[src/rtl/wheel_pulse_conditioner_pkg.sv]
// Shared constants and FSM state type for the wheel hall-sensor front end.
// Pure declarations, no timing; no flow control.
package wheel_pkg;
  localparam int DEBOUNCE_CYC_DEF = 16;
  localparam int PERIOD_W_DEF     = 16;
  localparam int STALL_CYC_DEF    = 50000;

  typedef enum logic [0:0] {ST_IDLE, ST_MEASURE} wheel_state_t;
endpackage

[src/rtl/wheel_pulse_conditioner_if.sv]
// Hall input and conditioned tick/period/count outputs of the wheel front end.
// master = sensor side / consumer, slave = conditioner.
interface wheel_pulse_conditioner_if #(parameter int PERIOD_W = 16);
  logic                hall_in;
  logic                rev_tick;
  logic [PERIOD_W-1:0] period;
  logic                period_valid;
  logic [15:0]         rev_count;
  logic                stalled;

  modport master (output hall_in,
                  input  rev_tick, period, period_valid, rev_count, stalled);
  modport slave  (input  hall_in,
                  output rev_tick, period, period_valid, rev_count, stalled);
endinterface

[src/rtl/wheel_pulse_conditioner_hall_debounce.sv]
// Two-flop synchroniser plus debounce filter; level follows after 2+DEBOUNCE_CYC cycles.
// No backpressure: free-running on every clk.
module hall_debounce
  import wheel_pkg::*;
#(
  parameter int DEBOUNCE_CYC = DEBOUNCE_CYC_DEF
) (
  input  logic clk,
  input  logic reset,
  input  logic hall_in,
  output logic level
);
  localparam int CW = $clog2(DEBOUNCE_CYC + 1);

  logic          sync1, sync2;
  logic [CW-1:0] cnt;

  always_ff @(posedge clk) begin
    if (reset) begin
      sync1 <= 1'b0;
      sync2 <= 1'b0;
      level <= 1'b0;
      cnt   <= '0;
    end else begin
      sync1 <= hall_in;
      sync2 <= sync1;
      // Any cycle agreeing with the accepted level restarts the run.
      if (sync2 == level) begin
        cnt <= '0;
      end else if (cnt == CW'(DEBOUNCE_CYC - 1)) begin
        level <= ~level;
        cnt   <= '0;
      end else begin
        cnt <= cnt + 1'b1;
      end
    end
  end
endmodule

[src/rtl/wheel_pulse_conditioner.sv]
// Wheel pulse conditioner: one tick per revolution, revolution period and count.
// Tick 2+DEBOUNCE_CYC+1 cycles after a hall rise; no backpressure. Stall detection under WHEEL_STALL_DETECT_EN.
module wheel_pulse_conditioner
  import wheel_pkg::*;
#(
  parameter int DEBOUNCE_CYC = DEBOUNCE_CYC_DEF,
  parameter int PERIOD_W     = PERIOD_W_DEF,
  parameter int STALL_CYC    = STALL_CYC_DEF
) (
  input  logic                        clk,
  input  logic                        reset,
  wheel_pulse_conditioner_if.slave    bus
);
  localparam logic [PERIOD_W-1:0] CNT_MAX = '1;
  localparam logic [PERIOD_W-1:0] CNT_ONE = PERIOD_W'(1);

  if (STALL_CYC >= (1 << PERIOD_W)) begin : g_bad_stall
    $error("STALL_CYC must fit in PERIOD_W bits");
  end

  logic                level, level_d, tick;
  wheel_state_t        state;
  logic [PERIOD_W-1:0] cnt, period_q;
  logic [15:0]         rev_q;
  logic                rev_tick_q, pv_q;

  hall_debounce #(.DEBOUNCE_CYC(DEBOUNCE_CYC)) u_debounce (
    .clk     (clk),
    .reset   (reset),
    .hall_in (bus.hall_in),
    .level   (level)
  );

  assign tick = level & ~level_d;

`ifdef WHEEL_STALL_DETECT_EN
  localparam logic [PERIOD_W-1:0] STALL_CNT = PERIOD_W'(STALL_CYC);
  logic stalled_q;
`endif

  always_ff @(posedge clk) begin
    if (reset) begin
      level_d    <= 1'b0;
      rev_tick_q <= 1'b0;
      pv_q       <= 1'b0;
      state      <= ST_IDLE;
      cnt        <= '0;
      period_q   <= '0;
      rev_q      <= '0;
`ifdef WHEEL_STALL_DETECT_EN
      stalled_q  <= 1'b0;
`endif
    end else begin
      level_d    <= level;
      rev_tick_q <= tick;
      pv_q       <= 1'b0;
      if (tick) begin
        rev_q <= rev_q + 16'd1;
        // The first tick after IDLE only sets the reference point.
        if (state == ST_MEASURE) begin
          period_q <= cnt;
          pv_q     <= 1'b1;
        end
        state <= ST_MEASURE;
        cnt   <= CNT_ONE;
`ifdef WHEEL_STALL_DETECT_EN
        stalled_q <= 1'b0;
      end else if (state == ST_MEASURE && cnt == STALL_CNT) begin
        state     <= ST_IDLE;
        period_q  <= '0;
        stalled_q <= 1'b1;
`endif
      end else if (state == ST_MEASURE && cnt != CNT_MAX) begin
        cnt <= cnt + CNT_ONE;
      end
    end
  end

  assign bus.rev_tick     = rev_tick_q;
  assign bus.period       = period_q;
  assign bus.period_valid = pv_q;
  assign bus.rev_count    = rev_q;
`ifdef WHEEL_STALL_DETECT_EN
  assign bus.stalled      = stalled_q;
`else
  assign bus.stalled      = 1'b0;
`endif
endmodule

[src/flat_wrapper.sv]
// flat-port wrapper written by rule: the top's interface ports become plain ports
module wheel_pulse_conditioner_flat import wheel_pkg::*;
#(
  parameter int DEBOUNCE_CYC = DEBOUNCE_CYC_DEF,
  parameter int PERIOD_W     = PERIOD_W_DEF,
  parameter int STALL_CYC    = STALL_CYC_DEF
)
  (clk, reset, bus_hall_in, bus_rev_tick, bus_period, bus_period_valid, bus_rev_count, bus_stalled);
  wheel_pulse_conditioner_if #(.PERIOD_W(PERIOD_W)) bus_i ();
  input  logic clk;
  input  logic reset;
  input wire logic [$bits(bus_i.hall_in)-1:0] bus_hall_in;
  output wire logic [$bits(bus_i.rev_tick)-1:0] bus_rev_tick;
  output wire logic [$bits(bus_i.period)-1:0] bus_period;
  output wire logic [$bits(bus_i.period_valid)-1:0] bus_period_valid;
  output wire logic [$bits(bus_i.rev_count)-1:0] bus_rev_count;
  output wire logic [$bits(bus_i.stalled)-1:0] bus_stalled;
  assign bus_i.hall_in = bus_hall_in;
  assign bus_rev_tick = bus_i.rev_tick;
  assign bus_period = bus_i.period;
  assign bus_period_valid = bus_i.period_valid;
  assign bus_rev_count = bus_i.rev_count;
  assign bus_stalled = bus_i.stalled;
  wheel_pulse_conditioner #(.DEBOUNCE_CYC(DEBOUNCE_CYC), .PERIOD_W(PERIOD_W), .STALL_CYC(STALL_CYC)) u_core (.clk(clk), .reset(reset), .bus(bus_i));
endmodule
[config.mk]
export PLATFORM = sky130hd
export DESIGN_NAME = wheel_pulse_conditioner_flat
export DESIGN_NICKNAME = d
export VERILOG_FILES = /design/src/rtl/wheel_pulse_conditioner_pkg.sv /design/src/rtl/wheel_pulse_conditioner_if.sv /design/src/rtl/wheel_pulse_conditioner_hall_debounce.sv /design/src/rtl/wheel_pulse_conditioner.sv /design/src/flat_wrapper.sv
export SDC_FILE = /design/constraint.sdc
export NUM_CORES = 1
export LEC_CHECK = 0
export BUFFER_PORTS_ARGS = -buffer_cell sky130_fd_sc_hd__buf_2
export CAP_MARGIN = 5
export CORE_MARGIN = 5
export CORE_UTILIZATION = 45
export DETAILED_ROUTE_END_ITERATION = 10
export PLACE_DENSITY = 0.68
export SYNTH_ARGS = -nofsm -noshare
export SYNTH_HDL_FRONTEND = slang
export SYNTH_SLANG_ARGS = --single-unit
[constraint.sdc]
create_clock -name clk -period 1.5 [get_ports clk]
set_input_delay 0.075 -clock clk [delete_from_list [all_inputs] [get_ports clk]]
set_output_delay 0.075 -clock clk [all_outputs]
set_load 0.005 [all_outputs]
; Word-level counts from Yosys, hierarchy flattened
; Index checks and enable logic that the tools add are counted.
[word_totals]
register_bits = 60
latchBits = 0
mem_bits_rw = 0
romBits = 0
output_inout_bits = 35
mem_count = 0
[classes]
add_sub_neg = 3
multipliers = 0
div = 0
magnitude_cmp = 0
eq_ne = 3
shift = 0
muxes = 3
n_bitwise = 5
n_reduce_logical = 7
[op_table]
columns = cell, count
row1 = $add A16 B1 Y16 const B, 2
row2 = $ne A16 B16 Y1 const B, 1
row3 = $add A5 B1 Y5 const B, 1
row4 = $eq A5 B4 Y1 const B, 1
row5 = $not A1 Y1, 4
row6 = $reduce_and A2 Y1, 2
row7 = $reduce_or A2 Y1, 2
row8 = $mux W1, 3
row9 = $reduce_or A3 Y1, 1
row10 = $reduce_bool A2 Y1, 1
row11 = $and A1 B1 Y1, 1
row12 = $eq A1 B1 Y1, 1
row13 = $logic_and A1 B1 Y1, 1

; Depth between registers and ports, before layout
[logic_depth]
word_depth = 4
depth_mapped = 6

; Cells and area by module
; A second synthesis with hierarchy kept.
[unflattened]
hier_cells = 289
hier_area_um2 = 2468.6
[by_module_without_submodules]
columns = module, instances, cells_each, area_each_um2
row1 = wheel_pulse_conditioner, 1, 262, 2182.1
row2 = hall_debounce, 1, 27, 286.5

; Worst setup path before layout
; Ideal clock, no wire load.
[synth_path]
kind = register -> register
startpoint = register u_core.state
endpoint = register u_core.cnt[13]
setup_ns = 0.070
arrival_time_ns = 1.537
required_time_ns = 1.430
path_slack_ns = -0.108
stages_incl_launch_ff = 7
path_buffers = 2
period_less_slack_ns = 1.608
cell_sequence = dfxtp_1 > buf_6 > and3_1 > buf_4 > or4b_1 > or3_1 > a21oi_1
[synth_between]
elab_chain_cells = 1
[synth_lines]
columns = element, line
row1 = from (decl), wheel_pulse_conditioner.sv:22  ; wheel_state_t state;
row2 = from (signal assigned), wheel_pulse_conditioner.sv:46  ; state <= ST_IDLE;
row3 = from (signal assigned), wheel_pulse_conditioner.sv:64  ; state <= ST_MEASURE;
row4 = $logic_and A1 B1 Y1, wheel_pulse_conditioner.sv:73  ; end else if (state == ST_MEASURE && cnt != CNT_MAX) begin
row5 = to (signal assigned), wheel_pulse_conditioner.sv:74  ; cnt <= cnt + CNT_ONE;
row6 = to (decl), wheel_pulse_conditioner.sv:23  ; logic [PERIOD_W-1:0] cnt, period_q;
; Every way passes these cells.
; A chain may end at the register's enable or synchronous reset.

; Worst setup path after layout
[layout_path]
startpoint = register u_core.cnt[4]
endpoint = register u_core.cnt[13]
[layout_between]
elab_chain_cells = 2
[layout_lines]
columns = element
row1 = "parallel branches: the longest is 2 deep, another holds $add A16 B1 Y16"
; Several ways; the timed one is not identified.

==> flow_metrics.py <==
metrics = {
    "floorplanning": {
        "core_area_mm2": 0.00547,
        "initial_core_util": 0.459,
        "rows": 27,
        "die_h_um": 84.7,
        "die_area_mm2": 0.00718,
        "die_x_um": 84.7,
        "ios": 38,
    },
    "drt": {
        "first_pass_iters": 4,
        "drc": 0,
        "drt_iter0_drc": 96,
        "wl_mm": 6.29,
        "vias_per_cell": 5.24,
        "vias": 2452,
        "final_antenna_net_count": 0,
        "post_drt_wl_per_cell_um": 13.4,
    },
    "place": {
        "dp_hpwl_mm": 4.25,
        "dp.cells": 446,
        "preCtsSetupSlack_ns": -0.116,
        "place_congestion": 0.908,
        "portBuffers": 36,
        "placed_cell_area_mm2": 0.00316,
    },
    "synth": {
        "yosysTopAreaCell": "dfxtp_1",
        "syn_area_mm2": 0.00251,
        "ys_ff_latch": 60,
        "async_reset_ff_frac": 0,
        "synth_area_leaders": "dfxtp_1 (48%), nand2_1 (7.0%), a21oi_1 (6.2%), nor2_1 (4.0%), xnor2_1 (3.8%)",
        "yosysMostFrequentCell": "dfxtp_1",
        "syn_inst": 297,
        "synth_edf_count": 0,
        "syn_avg_cell_area_um2": 8.46,
        "synth_top_area_frac": 0.478,
        "ys_seq_area_frac": 0.478,
        "ys_top_cells_by_count": "dfxtp_1 (60), nand2_1 (47), a21oi_1 (31), nor2_1 (27), xnor2_1 (11)",
        "syn-num-nets": 304,
        "synthDistinctLibCells": 41,
        "synth_ff_type": "dfxtp_1",
        "yosys_warnings": 0,
    },
    "pwr": {
        "p_per_area_mw_per_mm2": 925,
        "comb_power_share": 0.014,
        "irDropWorstVdd_uv": 396,
        "leakage_nw": 1.47,
        "finalPower_w": 0.00332,
        "clock_power_share": 0.506,
        "internal_power_w": 0.00264,
        "power.switching_w": 0.000687,
        "seq_power_share": 0.479,
        "switching_share": 0.207,
    },
    "clock_tree": {
        "insertion_delay_ns": 0.33,
        "root_buffer": "clkbuf_8",
        "clockBufferDepth": 2,
        "cts_buffers": 9,
        "clock-sinks": 60,
        "htreeDepth": 3,
        "tritoncts": "yes",
        "clk_pin_slew_ns": 0.07,
    },
    "critical_path": {
        "r2r_end": "u_core.cnt[13]",
        "crit_arrival_ns": 1.84,
        "reg2reg_from": "u_core.cnt[4]",
        "start_kind": "register",
        "critPathCaptureType": "register",
        "crit_type": "register to register",
        "rrSetupSlack_ns": -0.07,
        "crit_required_ns": 1.77,
        "reg2regPathDepth": 4,
        "crit_fanout": 4,
    },
    "timing": {
        "worst_slack_ns": -0.0734,
        "period_minus_slack_ns": 1.57,
        "fmax_mhz": 636,
        "finalHoldViolations": 0,
        "worstMarginPinSlew_ns": 0.562,
        "setup_violations": 8,
        "report.final.slew_viol_count": 0,
        "rsz0062_at_grt": "true",
        "relSlewSlack": 0.624,
        "fin_crit_sh": 1.05,
        "fin_skew_ns": 0.00742,
    },
    "hold_path": {
        "hold_end": "u_core.cnt[9]",
        "hp-class": "input pin to register",
        "hold_start": "reset",
        "min_path_cells": 3,
    },
    "global_routing": {
        "grt_max_degree": 29,
        "grt_pass1_vias": 2324,
        "antenna_found_initial": 0,
        "overflow": 0,
        "grt_pass1_wl_mm": 10.2,
        "track_usage": 0.175,
    },
    "final_layout": {
        "ff_latch_area_mm2": 0.00122,
        "drive_above_1_share": 0.381,
        "final_nets": 398,
        "finalCoreUtilization": 0.656,
        "area_delta_synth_final_pct": 42.9,
        "finalNonFillerCells": 468,
        "multi_input_area_mm2": 0.00137,
        "fin_area_mm2": 0.00359,
        "antenna_cells": 0,
        "fill_cells": 450,
    },
    "run_status": {
        "status": "finished with violations",
        "failed_checks": "setup timing",
    },
    "flow_run": {
        "cap_violations": 0,
    },
}
[final cells by class]
cell class                 count  share of cell area
timing repair buffer          97               0.178
tap                           72              0.0251
clock buffer                  11              0.0421
inverter                       8             0.00836
sequential                    60               0.341
multi-input combinational    215               0.382
clock inverter                 5              0.0233
[worst max path at each step]
stage | startpoint | end | cells after the start | slack (ns)
2_1_floorplan | u_core.state | u_core.cnt[13] | 6 | -0.1
3_3_place_gp | u_core.cnt[0] | u_core.cnt[11] | 6 | -0.09
3_5_place_dp | u_core.cnt[0] | u_core.cnt[11] | 6 | -0.12
4_1_cts | u_core.cnt[6] | u_core.cnt[13] | 4 | -0.03
5_1_grt | u_core.cnt[8] | u_core.cnt[3] | 6 | -0.14
6_report | u_core.cnt[4] | u_core.cnt[13] | 4 | -0.07
[what timing repair did]
action	in CTS	in global routing
pin swaps	8	14
setup endpoints to repair	19	27
buffers inserted	4	1
resized for setup	14	23
hold buffers	1	0
endpoints found under the hold margin	1	0
gates cloned	0	0
[state kept, by name (all words and copies together), names as in the netlist, 5 cells and up]
signal	cells
u_core.cnt	16
u_core.bus.period	16
u_core.u_debounce.cnt	5
u_core.bus.rev_count	16
[worst max-delay path: stages (launching register included)]
cell and delay [ns]:
dfxtp_2 0.36, nand4_2 0.15, or4b_4 0.56, or3_1 0.33, a21oi_2 0.11
[power by group through the flow]
stage	registers, W	clock network (W)	logic, W
4_1_cts	0.00159	0.00173	0.0000469
5_1_grt	0.00159	0.00183	0.0000523
2_1_floorplan	0.00163	0	0.0000304
6_report	0.00159	0.00168	0.0000473
3_3_place_gp	0.00163	0	0.0000444
3_5_place_dp	0.00163	0	0.0000442
[routing by layer]
layer	GRT usage	wire, µm	vias to the layer above
li1	-	-	1224
met1	0.200	2700	1157
met2	0.300	3220	65
met3	0.0589	316	6
met4	0.0676	55	0
met5	0	0	-
[placed cells by master (no fill, tap or decap), types with 2 or more instances in the layout]
cell type	synthesis	layout
buf_4	2	60
nand2_1	47	46
dfxtp_1	60	46
buf_2	0	36
a21oi_1	31	30
nor2_1	27	27
dfxtp_2	0	12
xnor2_1	11	11
clkbuf_8	0	11
nand4_1	10	10
nand3_1	10	10
inv_1	8	8
o21ai_0	8	8
or3_1	9	8
nor4_2	1	5
or4_1	5	5
nor2b_1	5	5
nor3_1	6	4
xor2_1	4	4
nand2b_1	3	3
or2_2	2	2
o211ai_1	2	2
a31oi_1	3	2
nand3b_1	2	2
nor3_4	0	2
mux2i_1	2	2
ha_4	0	2
ha_1	4	2
bufinv_16	0	2
clkinvlp_4	0	2
dfxtp_4	0	2
[per-stage QoR]
stage          TNS (ns)  hold WS (ns)
2_1_floorplan    -0.184         0.203
3_3_place_gp     -0.180         0.294
3_5_place_dp     -0.524         0.302
4_1_cts         -0.0845         0.139
5_1_grt           -1.46         0.166
6_report         -0.151         0.183
[cell families after synthesis]
group / share of synthesized area
AOI/OAI and AO/OA: 0.114
buffers and inverters: 0.0388
adders and majority gates: 0.0199
DFF: 0.478
other: 0.00149
and+or+nand+nor: 0.288
xor gates and xnor gates: 0.0523
muxes: 0.00796
Note: power is estimated with default switching activity, not from simulation.
